File: src/rtl/irq_pkg.sv
// ----------------------------------------------------------------------------
// irq_pkg
//   Shared types and constants for the interrupt controller.
//   - state_t    : handshake FSM states (IDLE, REQ, ACK, HOLD)
//   - REG_*      : register word offsets from the controller base address
//   - DEFAULT_VECTOR_BASE : vector offset added to the winning IRQ index
// ----------------------------------------------------------------------------
package irq_pkg;

    typedef enum logic [1:0] {
        IDLE = 2'd0,
        REQ  = 2'd1,
        ACK  = 2'd2,
        HOLD = 2'd3
    } state_t;

    localparam logic [1:0] REG_MASK = 2'd0;
    localparam logic [1:0] REG_PEND = 2'd1;
    localparam logic [1:0] REG_ISR  = 2'd2;
    localparam logic [1:0] REG_EOI  = 2'd3;

    localparam logic [15:0] DEFAULT_VECTOR_BASE = 16'h0000;

endpackage

File: src/rtl/irq_priority_encoder.sv
// ----------------------------------------------------------------------------
// irq_priority_encoder
//   Combinational find-first-set: reports the lowest set index (index 0 is the
//   highest priority) plus a valid flag.
//   Ports:
//     req_i   [N-1:0]     request vector
//     valid_o             at least one bit of req_i is set
//     idx_o   [IDX_W-1:0] lowest set index (0 when nothing is set)
// ----------------------------------------------------------------------------
module irq_priority_encoder #(
    parameter int N     = 8,
    parameter int IDX_W = $clog2(N + 1)
) (
    input  logic [N-1:0]     req_i,
    output logic             valid_o,
    output logic [IDX_W-1:0] idx_o
);

    always_comb begin
        valid_o = |req_i;
        idx_o   = '0;
        // Scan from the lowest priority upward so the last hit is the winner.
        for (int i = N - 1; i >= 0; i--) begin
            if (req_i[i]) begin
                idx_o = IDX_W'(i);
            end
        end
    end

endmodule

File: src/rtl/interrupt_controller.sv
// ----------------------------------------------------------------------------
// interrupt_controller
//   Programmable fixed-priority interrupt controller with edge-latched pending
//   bits, software mask, in-service nesting and an INT/INTACK handshake.
//   Ports:
//     clk, rst                 clock, asynchronous active-high reset
//     irq_in   [NUM_IRQ-1:0]   request lines (rising edge sets pending)
//     irq_ack  [NUM_IRQ-1:0]   one-cycle one-hot pulse to the served source
//     int_out                  interrupt request to CPU (registered)
//     intack                   CPU acknowledge level
//     vector_out [DATA_W-1:0]  vector presented during ACK/HOLD
//     address, memwt, data_wr  CPU register write port
//     data_rd  [DATA_W-1:0]    combinational register read data
//     reg_hit                  address decodes to one of the 4 registers
// ----------------------------------------------------------------------------
module interrupt_controller
    import irq_pkg::*;
#(
    parameter int                   NUM_IRQ     = 8,
    parameter int                   ADDR_W      = 12,
    parameter int                   DATA_W      = 16,
    parameter logic [ADDR_W-1:0]    BASE_ADDR   = 12'h230,
    parameter logic [DATA_W-1:0]    VECTOR_BASE = DEFAULT_VECTOR_BASE,
    parameter logic [NUM_IRQ-1:0]   RESET_MASK  = 8'h00
) (
    input  logic                clk,
    input  logic                rst,
    input  logic [NUM_IRQ-1:0]  irq_in,
    output logic [NUM_IRQ-1:0]  irq_ack,
    output logic                int_out,
    input  logic                intack,
    output logic [DATA_W-1:0]   vector_out,
    input  logic [ADDR_W-1:0]   address,
    input  logic                memwt,
    input  logic [DATA_W-1:0]   data_wr,
    output logic [DATA_W-1:0]   data_rd,
    output logic                reg_hit
);

    localparam int IDX_W = $clog2(NUM_IRQ + 1);

    state_t               state_q, state_d;
    logic [NUM_IRQ-1:0]   irq_prev_q;
    logic [NUM_IRQ-1:0]   pending_q, pending_d;
    logic [NUM_IRQ-1:0]   isr_q, isr_d;
    logic [NUM_IRQ-1:0]   mask_q, mask_d;
    logic [NUM_IRQ-1:0]   irq_ack_q, irq_ack_d;
    logic [DATA_W-1:0]    vector_q, vector_d;
    logic                 int_out_q;

    logic [NUM_IRQ-1:0]   rise, above, eligible, serve_mask, eoi_mask;
    logic                 win_valid, isr_valid, serve;
    logic [IDX_W-1:0]     win_idx, isr_idx;
    logic [ADDR_W-1:0]    addr_off;
    logic [1:0]           reg_off;
    logic                 reg_wr;
    logic                 unused_data_wr;

    // ---------------- address decode ----------------
    assign addr_off = address - BASE_ADDR;
    assign reg_hit  = (addr_off < ADDR_W'(4));
    assign reg_off  = addr_off[1:0];
    assign reg_wr   = memwt & reg_hit;
    assign unused_data_wr = ^data_wr;

    // ---------------- priority resolution ----------------
    assign rise = irq_in & ~irq_prev_q;

    irq_priority_encoder #(.N(NUM_IRQ), .IDX_W(IDX_W)) u_isr_enc (
        .req_i   (isr_q),
        .valid_o (isr_valid),
        .idx_o   (isr_idx)
    );

    // Only levels strictly more urgent than the current in-service level nest.
    for (genvar gi = 0; gi < NUM_IRQ; gi++) begin : g_above
        assign above[gi] = ~isr_valid | (IDX_W'(gi) < isr_idx);
    end

    assign eligible = pending_q & ~mask_q & above;

    irq_priority_encoder #(.N(NUM_IRQ), .IDX_W(IDX_W)) u_win_enc (
        .req_i   (eligible),
        .valid_o (win_valid),
        .idx_o   (win_idx)
    );

    // ---------------- FSM: state register ----------------
    always_ff @(posedge clk or posedge rst) begin
        if (rst) begin
            state_q <= IDLE;
        end else begin
            state_q <= state_d;
        end
    end

    // ---------------- FSM: next state ----------------
    always_comb begin
        state_d = state_q;
        case (state_q)
            IDLE: begin
                if (intack)         state_d = ACK;   // spurious acknowledge
                else if (win_valid) state_d = REQ;
            end
            REQ: begin
                if (intack)          state_d = ACK;
                else if (!win_valid) state_d = IDLE;
            end
            ACK:  state_d = HOLD;
            HOLD: if (!intack) state_d = IDLE;
            default: state_d = IDLE;
        endcase
    end

    // ---------------- FSM: outputs / datapath next values ----------------
    always_comb begin
        serve      = (state_q == REQ) && intack && win_valid;
        serve_mask = serve ? (NUM_IRQ'(1) << win_idx) : '0;
        irq_ack_d  = serve_mask;
        vector_d   = vector_q;
        if ((state_q == IDLE || state_q == REQ) && intack) begin
            // No eligible winner at acknowledge time yields the spurious vector.
            vector_d = serve ? (VECTOR_BASE + DATA_W'(win_idx))
                             : (VECTOR_BASE + DATA_W'(NUM_IRQ));
        end else if (state_q == HOLD && !intack) begin
            vector_d = '0;
        end
    end

    // ---------------- register file next values ----------------
    always_comb begin
        eoi_mask  = (reg_wr && reg_off == REG_EOI) ? data_wr[NUM_IRQ-1:0] : '0;
        mask_d    = (reg_wr && reg_off == REG_MASK) ? data_wr[NUM_IRQ-1:0] : mask_q;
        // A fresh edge on the served bit is a new event, so rise wins.
        pending_d = (pending_q & ~serve_mask) | rise;
        // Acknowledge setting a bit wins over a simultaneous EOI clearing it.
        isr_d     = (isr_q & ~eoi_mask) | serve_mask;
    end

    always_ff @(posedge clk or posedge rst) begin
        if (rst) begin
            irq_prev_q <= '0;
            pending_q  <= '0;
            isr_q      <= '0;
            mask_q     <= RESET_MASK;
            irq_ack_q  <= '0;
            vector_q   <= '0;
            int_out_q  <= 1'b0;
        end else begin
            irq_prev_q <= irq_in;
            pending_q  <= pending_d;
            isr_q      <= isr_d;
            mask_q     <= mask_d;
            irq_ack_q  <= irq_ack_d;
            vector_q   <= vector_d;
            int_out_q  <= (state_d == REQ);
        end
    end

    assign int_out    = int_out_q;
    assign irq_ack    = irq_ack_q;
    assign vector_out = vector_q;

    // ---------------- register read ----------------
    always_comb begin
        data_rd = '0;
        if (reg_hit) begin
            case (reg_off)
                REG_MASK: data_rd = DATA_W'(mask_q);
                REG_PEND: data_rd = DATA_W'(pending_q);
                REG_ISR:  data_rd = DATA_W'(isr_q);
                default:  data_rd = '0;
            endcase
        end
    end

endmodule
File: config.mk
export PLATFORM = sky130hd
export DESIGN_NAME = interrupt_controller
export DESIGN_NICKNAME = d
export VERILOG_FILES = /design/src/rtl/irq_pkg.sv /design/src/rtl/irq_priority_encoder.sv /design/src/rtl/interrupt_controller.sv
export SDC_FILE = /design/constraint.sdc
export NUM_CORES = 1
export LEC_CHECK = 0
export CORE_MARGIN = 2
export CORE_UTILIZATION = 43
export CTS_BUF_LIST = sky130_fd_sc_hd__clkbuf_4
export CTS_CLUSTER_DIAMETER = 50
export CTS_CLUSTER_SIZE = 40
export DETAILED_ROUTE_END_ITERATION = 8
export PLACE_DENSITY = 0.8
export SETUP_SLACK_MARGIN = 0.3
export SYNTH_ARGS = -nofsm -noshare
export SYNTH_HDL_FRONTEND = slang
export SYNTH_SLANG_ARGS = --single-unit
export TNS_END_PERCENT = 100
File: constraint.sdc
create_clock -name clk -period 1.9 [get_ports clk]
set_input_delay 0.57 -clock clk [delete_from_list [all_inputs] [get_ports clk]]
set_output_delay 0.57 -clock clk [all_outputs]
set_load 0.02 [all_outputs]
==> impl_metrics.json, run 1 <==
{
  "setup_tns_ps": -1584,
  "syn_area_per_cell_um2": 9.666,
  "cts-htree-levels": 2,
  "drive_above_1_share_pct": 51.34,
  "synth_area_leaders": "dfrtp_1, buf_4, inv_1, o21ai_0, mux2_2",
  "ys_types": 39,
  "hp-class": "reg -> reg",
  "holdPathStages": 1,
  "final_hold_viol_count": 0,
  "row_count": 27,
  "antenna_cells": 0,
  "nNetsFinal": 414,
  "fin_crit_ps": 2066,
  "cts_buffers": 5,
  "crit_path_start_kind": "input pin",
  "synth_compound_area_share_pct": 12.27,
  "slowest_delay_ps": 220,
  "cp_max_fo": 6,
  "p_leak_nw": 1.934,
  "clock_latency_ps": 370,
  "die_w_um": 79.12,
  "slew_viol_final": 0,
  "rsz0062_at_grt": "yes",
  "synth_top_family_by_area": "simple AND/OR/NAND/NOR gates",
  "rr_endpoint": "pending_q[6]",
  "async_reset_ff_share_pct": 100.0,
  "utilization_pct": 72.82,
  "setup_slack_ps": -166.2,
  "synth_xor_area_share_pct": 0,
  "portBuffers": 53,
  "fillers": 362,
  "path_class": "in -> out",
  "core_um2": 5473,
  "place_congestion": 0.8377,
  "yosysTopAreaCellShare_pct": 48.48,
  "cts.hold.buffers_added": 0,
  "cts_buffer_depth": 2,
  "finalPower_mw": 3.133,
  "min-delay-start": "irq_prev_q[0]",
  "yosysMostFrequentCell": "dfrtp_1",
  "status": "finished, violations left",
  "die-area_um2": 6259,
  "finalSetupViolations": 18,
  "peakVddDrop_mv": 0.4883,
  "drt_wl_total_um": 7512,
  "crit_path_top_delay_cell": "mux2i_2",
  "drt-wirelength-per-cell_um": 16.84,
  "fin_worst_skew_ps": 14.37,
  "grt_antenna_before_repair": 0,
  "synthCells": 251,
  "ios": 82,
  "cts-root-buf": "clkbuf_4",
  "cp_cell_sequence": "buf_4 -> buf_12 -> mux2i_2 -> nor2_1 -> a21oi_2 -> nor2_4 -> buf_6",
  "hold_end": "pending_q[0]",
  "clkTransAtPathRegs_ps": 130,
  "worstPathRequired_ps": 1330,
  "die_h_um": 79.12,
  "power_density_nw_per_um2": 786.1,
  "synth_edf_count": 0,
  "drc": 0,
  "r2r.worst_path.cells": 6,
  "fmax_ghz": 0.4840,
  "dr.pass1.iters": 5,
  "seq_area_frac_synth_pct": 48.48,
  "grt_pass1_vias": 2331,
  "reg2reg_from": "isr_q[2]",
  "gr-total-overflow": 0,
  "drt_iter0_drc": 176,
  "area_growth_pct": 64.26,
  "grt_pass1_wl_um": 11150,
  "yosysTopAreaCell": "dfrtp_1",
  "initial_core_util_pct": 44.33,
  "place_hpwl_um": 4315,
  "arrival_ps": 1500,
  "violations": "negative setup slack",
  "period_share_pct": 108.7,
  "dpl-instance-area_um2": 3342,
  "synth_area_um2": 2426,
  "synth_fa_ha_area_share_pct": 0,
  "synth_ff_type": "dfrtp_1",
  "grt_max_degree": 48,
  "synth_seq_cells": 47,
  "reg2reg_slack_ps": -20,
  "viasPerCell": 5.265,
  "synthMuxAreaShare_pct": 7.014,
  "cts_tree": "built",
  "drtAntennaViolNets": 0,
  "grt_usage_pct": 23.28,
  "yosys_warnings": 0,
  "worst_hold_slack_ps": 427.5,
  "dr_total_vias": 2348,
  "synthSimpleGateAreaFrac_pct": 20.63,
  "cp-end-kind": "output pin",
  "maxCapViolCount": 0,
  "clock_sinks": 47,
  "postLayoutCellArea_um2": 3985,
  "synth_common_cells": "dfrtp_1, inv_1, nor2_1"
}
==> cells by family (layout without fill, tap and decap cells) <==
family / Yosys count / in the layout
simple gates: 85 / 85
buf+inv: 54 / 158
compound gates: 48 / 48
flops: 47 / 47
mux: 16 / 16
other cells: 1 / 20
==> sequential cells by signal, indices dropped and copies added (netlist names) <==
| register | flops |
|---|---|
| irq_ack | 8 |
| irq_prev_q | 8 |
| isr_q | 8 |
| mask_q | 8 |
| pending_q | 8 |
| vector_out | 4 |
| state_q | 2 |
| int_out | 1 |
==> timing repair <==
item,CTS,global route
pin swaps,36,10
setup endpoints to repair,56,51
gates resized for setup,212,32
buffers inserted,22,9
==> cells in the final DEF (no fill, tap or decap), types with 5 or more instances in the layout <==
cell type / netlist / routed
a21oi_2: 0 / 7
a22o_1: 5 / 5
buf_2: 0 / 9
buf_4: 20 / 51
buf_6: 0 / 26
clkbuf_4: 0 / 5
clkdlybuf4s50_1: 0 / 18
conb_1: 1 / 20
dfrtp_1: 47 / 39
dfrtp_2: 0 / 8
dlygate4sd2_1: 0 / 6
inv_1: 29 / 23
mux2_2: 8 / 8
mux2i_1: 8 / 6
nand2_1: 21 / 15
nand2_2: 0 / 5
nor2_1: 23 / 8
nor2_2: 0 / 6
nor2_4: 0 / 9
nor3_4: 0 / 5
o21ai_0: 18 / 9
o21ai_2: 0 / 5
==> worst max-delay path by stage <==
stage | start | endpoint | slack [ps]
floorplan | address[10] | mask_q[0] | -180
global placement | address[10] | data_rd[0] | -1080
detailed placement | address[10] | data_rd[2] | -1100
CTS | address[8] | data_rd[5] | -170
global route | address[7] | data_rd[0] | -220
finish | address[0] | data_rd[1] | -170
==> per-stage QoR <==
stage | worst slack, ps | std cells
floorplan | -180.5 | 270
global placement | -1081 | 408
detailed placement | -1102 | 408
CTS | -165.8 | 437
global route | -222.5 | 446
finish | -166.2 | 446
==> routing by layer <==
layer,vias to the layer above,GRT usage (%),share of wire [%]
li1,1059,-,-
met1,1163,28.64,39
met2,98,40.08,52
met3,28,4.432,5.8
met4,0,9.655,3.6
met5,-,0,0
==> critical path, delay by kind of cell <==
kind	cells	cell delay (ps)
simple gates	2	140
mux	1	220
compound gates	1	170
buf+inv	3	390
==> power breakdown <==
part           internal, mW  switching (mW)  leakage [nW]  total, mW
registers              1.14           0.190         0.563       1.33
logic                 0.660           0.703          1.34       1.36
clock network         0.132           0.311        0.0285      0.443
==> area by class of cell <==
cell class	count	area, um2	share of cell area [%]
flip-flops and latches	47	1186	29.76
clock buffers	5	37.54	0.9419
multi-input cells	169	1451	36.42
repair buffers	122	1096	27.50
clock inverters	2	8.758	0.2198
well taps	72	90.09	2.261
inverters	29	115.1	2.889
No activity file was read; power rests on OpenSTA's default activity.
==> run 2: changes to the inputs <==
--- a/config.mk
+++ b/config.mk
@@ -5,6 +5,7 @@
 export SDC_FILE = /design/constraint.sdc
 export NUM_CORES = 1
 export LEC_CHECK = 0
+export CAP_MARGIN = 25
 export CORE_MARGIN = 2
 export CORE_UTILIZATION = 43
 export CTS_BUF_LIST = sky130_fd_sc_hd__clkbuf_4
==> results of run 2 <==
No change in the layout: final DEF, timing and power equal those of run 1.
==> run 3: changes to the inputs <==
--- a/config.mk
+++ b/config.mk
@@ -6,7 +6,7 @@
 export NUM_CORES = 1
 export LEC_CHECK = 0
 export CAP_MARGIN = 25
-export CORE_MARGIN = 2
+export CORE_MARGIN = 4
 export CORE_UTILIZATION = 43
 export CTS_BUF_LIST = sky130_fd_sc_hd__clkbuf_4
 export CTS_CLUSTER_DIAMETER = 50
==> run 3 against run 2 <==
Against the previous run:
- the run still ends with negative setup slack left
- worst setup slack lost 130 ps
- hold slack better by 16 ps
- register-to-register slack is essentially flat
- critical path type unchanged
- highest routed layer unchanged
- count of clock-buffer cells in the layout grew 2
- fmax fell by 5.9%
- sequential cell count unchanged
- combinational power increased by 16%
- total power is 7.9% higher
- cell area grew 3.4%
- die area grew 10%
==> impl_metrics.json, run 3 (same netlist as run 1, synthesis figures left out) <==
{
  "status": "finished, violations left",
  "violations": "negative setup slack",
  "power_density_nw_per_um2": 820.1,
  "viasPerCell": 5.202,
  "row_count": 27,
  "slowest_delay_ps": 230,
  "clkTransAtPathRegs_ps": 120,
  "gr-total-overflow": 0,
  "grtUsageMet1_pct": 24.62,
  "fin_crit_ps": 2195,
  "utilization_pct": 75.31,
  "place_inst": 408,
  "crit_buf_inv": 4,
  "drt_wl_total_um": 7801,
  "portBuffers": 53,
  "nNetsFinal": 422,
  "cp_num_cells": 7,
  "reg2reg_slack_ps": -10,
  "peakVddDrop_mv": 0.4957,
  "reg2reg_from": "isr_q[3]",
  "antenna_cells": 0,
  "place_congestion": 0.9005,
  "dr.pass1.iters": 4,
  "max-slew-margin-rel_pct": 64.15,
  "drc": 0,
  "gr-usage-met3_pct": 4.365,
  "die_h_um": 83.12,
  "cp_max_fo": 4,
  "crit_path_start_kind": "input pin",
  "die_w_um": 83.12,
  "grt_usage_pct": 20.02,
  "grt_pass1_vias": 2336,
  "initial_core_util_pct": 44.33,
  "drtAntennaViolNets": 0,
  "mostFrequentLayoutCells": "buf_4, dfrtp_1, buf_6, inv_1, conb_1",
  "drive_above_1_share_pct": 53.26,
  "ios": 82,
  "place_hpwl_um": 4321,
  "cp-end-kind": "output pin",
  "clock_latency_ps": 370,
  "rsz0062_at_grt": "yes",
  "layout_commonest_cell": "buf_4",
  "dr_total_vias": 2367,
  "drt_iter0_drc": 139,
  "crit_start": "address[11]",
  "fillers": 331,
  "p_leak_nw": 2.043,
  "worstPathRequired_ps": 1330,
  "drt-wirelength-per-cell_um": 17.15,
  "worst_hold_slack_ps": 443.3,
  "period_share_pct": 115.5,
  "rr_endpoint": "state_q[0]",
  "grtUsageMet2_pct": 34.55,
  "slew_viol_final": 0,
  "grt_pass1_wl_um": 11240,
  "die-area_um2": 6908,
  "top_usage_layer": "met2",
  "cts_tree": "built",
  "area_growth_pct": 69.88,
  "cts_buffer_depth": 2,
  "setup_tns_ps": -3715,
  "cts-htree-levels": 2,
  "cp_cell_sequence": "dlygate4sd2_1 -> and2b_2 -> nand4_4 -> buf_12 -> buf_6 -> nor2_4 -> buf_6",
  "maxCapViolCount": 0,
  "finalPower_mw": 3.380,
  "core_um2": 5473,
  "final_hold_viol_count": 0,
  "worst_pin_slew_ps": 537.7,
  "grt_max_degree": 48,
  "cts-root-buf": "clkbuf_4",
  "finalSetupViolations": 19,
  "r2r.worst_path.cells": 6,
  "crit_path_top_delay_cell": "and2b_2",
  "clock_sinks": 47,
  "cp_top_family": "buffers and inverters",
  "path_class": "in -> out",
  "endpoint": "data_rd[1]",
  "cts_buffers": 5,
  "fin_cells": 455,
  "setup_slack_ps": -295.1,
  "crit_top_cell": "buf_6",
  "arrival_ps": 1630,
  "fmax_ghz": 0.4556,
  "grt_antenna_before_repair": 0,
  "fin_worst_skew_ps": 8.542,
  "hp-class": "reg -> reg"
}
-- run 3: worst min-delay path by stage --
| stage | startpoint | endpoint | slack, ps | cells past startpoint |
|---|---|---|---|---|
| global route | irq_prev_q[1] | pending_q[1] | 460 | 1 |
| finish | irq_prev_q[1] | pending_q[1] | 440 | 1 |
| detailed placement | irq_prev_q[0] | pending_q[0] | 430 | 1 |
| floorplan | irq_prev_q[0] | pending_q[0] | 400 | 1 |
| CTS | irq_prev_q[0] | pending_q[0] | 450 | 1 |
| global placement | irq_prev_q[1] | pending_q[1] | 400 | 1 |
-- run 3: routing by layer --
| layer | part of all wire [%] | wire (um) | vias to the layer above |
|---|---|---|---|
| li1 | - | - | 1079 |
| met1 | 39 | 3024 | 1183 |
| met2 | 54 | 4190 | 80 |
| met3 | 4.4 | 341 | 25 |
| met4 | 3.1 | 245 | 0 |
| met5 | 0 | 0 | - |
-- run 3: worst register-to-register path: stages, from the launching register on --
cell and delay (ps):
dfrtp_2 490, buf_6 140, a221oi_4 530, o32ai_2 180
buf_4 170, nor3_4 200, o31ai_2 90
-- run 3: report_power, final --
| part | internal, mW | switching (mW) | leakage (nW) | total (mW) |
|---|---|---|---|---|
| clock | 0.173 | 0.317 | 0.0361 | 0.490 |
| sequential | 1.14 | 0.174 | 0.564 | 1.31 |
| combinational | 0.795 | 0.784 | 1.44 | 1.58 |
| total | 2.10 | 1.28 | 2.04 | 3.38 |
-- run 3: stage by stage --
| stage | cell area (um2) | worst slack [ps] |
|---|---|---|
| 2_1_floorplan | 2581 | -180.5 |
| 3_3_place_gp | 3342 | -1083 |
| 3_5_place_dp | 3342 | -1110 |
| 4_1_cts | 3805 | -279.6 |
| 5_1_grt | 4121 | -370.4 |
| 6_report | 4121 | -295.1 |
-- run 3: cell type report --
class                      instances  area, um2  area share (%)
inverter                          29      112.6           2.732
clock inverter                     1      5.005          0.1214
timing repair buffer             129       1180           28.63
sequential                        47       1185           28.75
clock buffer                       7      52.55           1.275
multi-input combinational        170       1496           36.31
tap                               72      90.09           2.186
-- run 3: repair_timing --
action / in CTS / in global routing
setup buffers: 23 / 15
endpoints found under the setup margin: 57 / 50
gates resized for setup: 196 / 68
gates cloned: 1 / 0
hold buffers: 0 / 0
pin swaps: 20 / 27
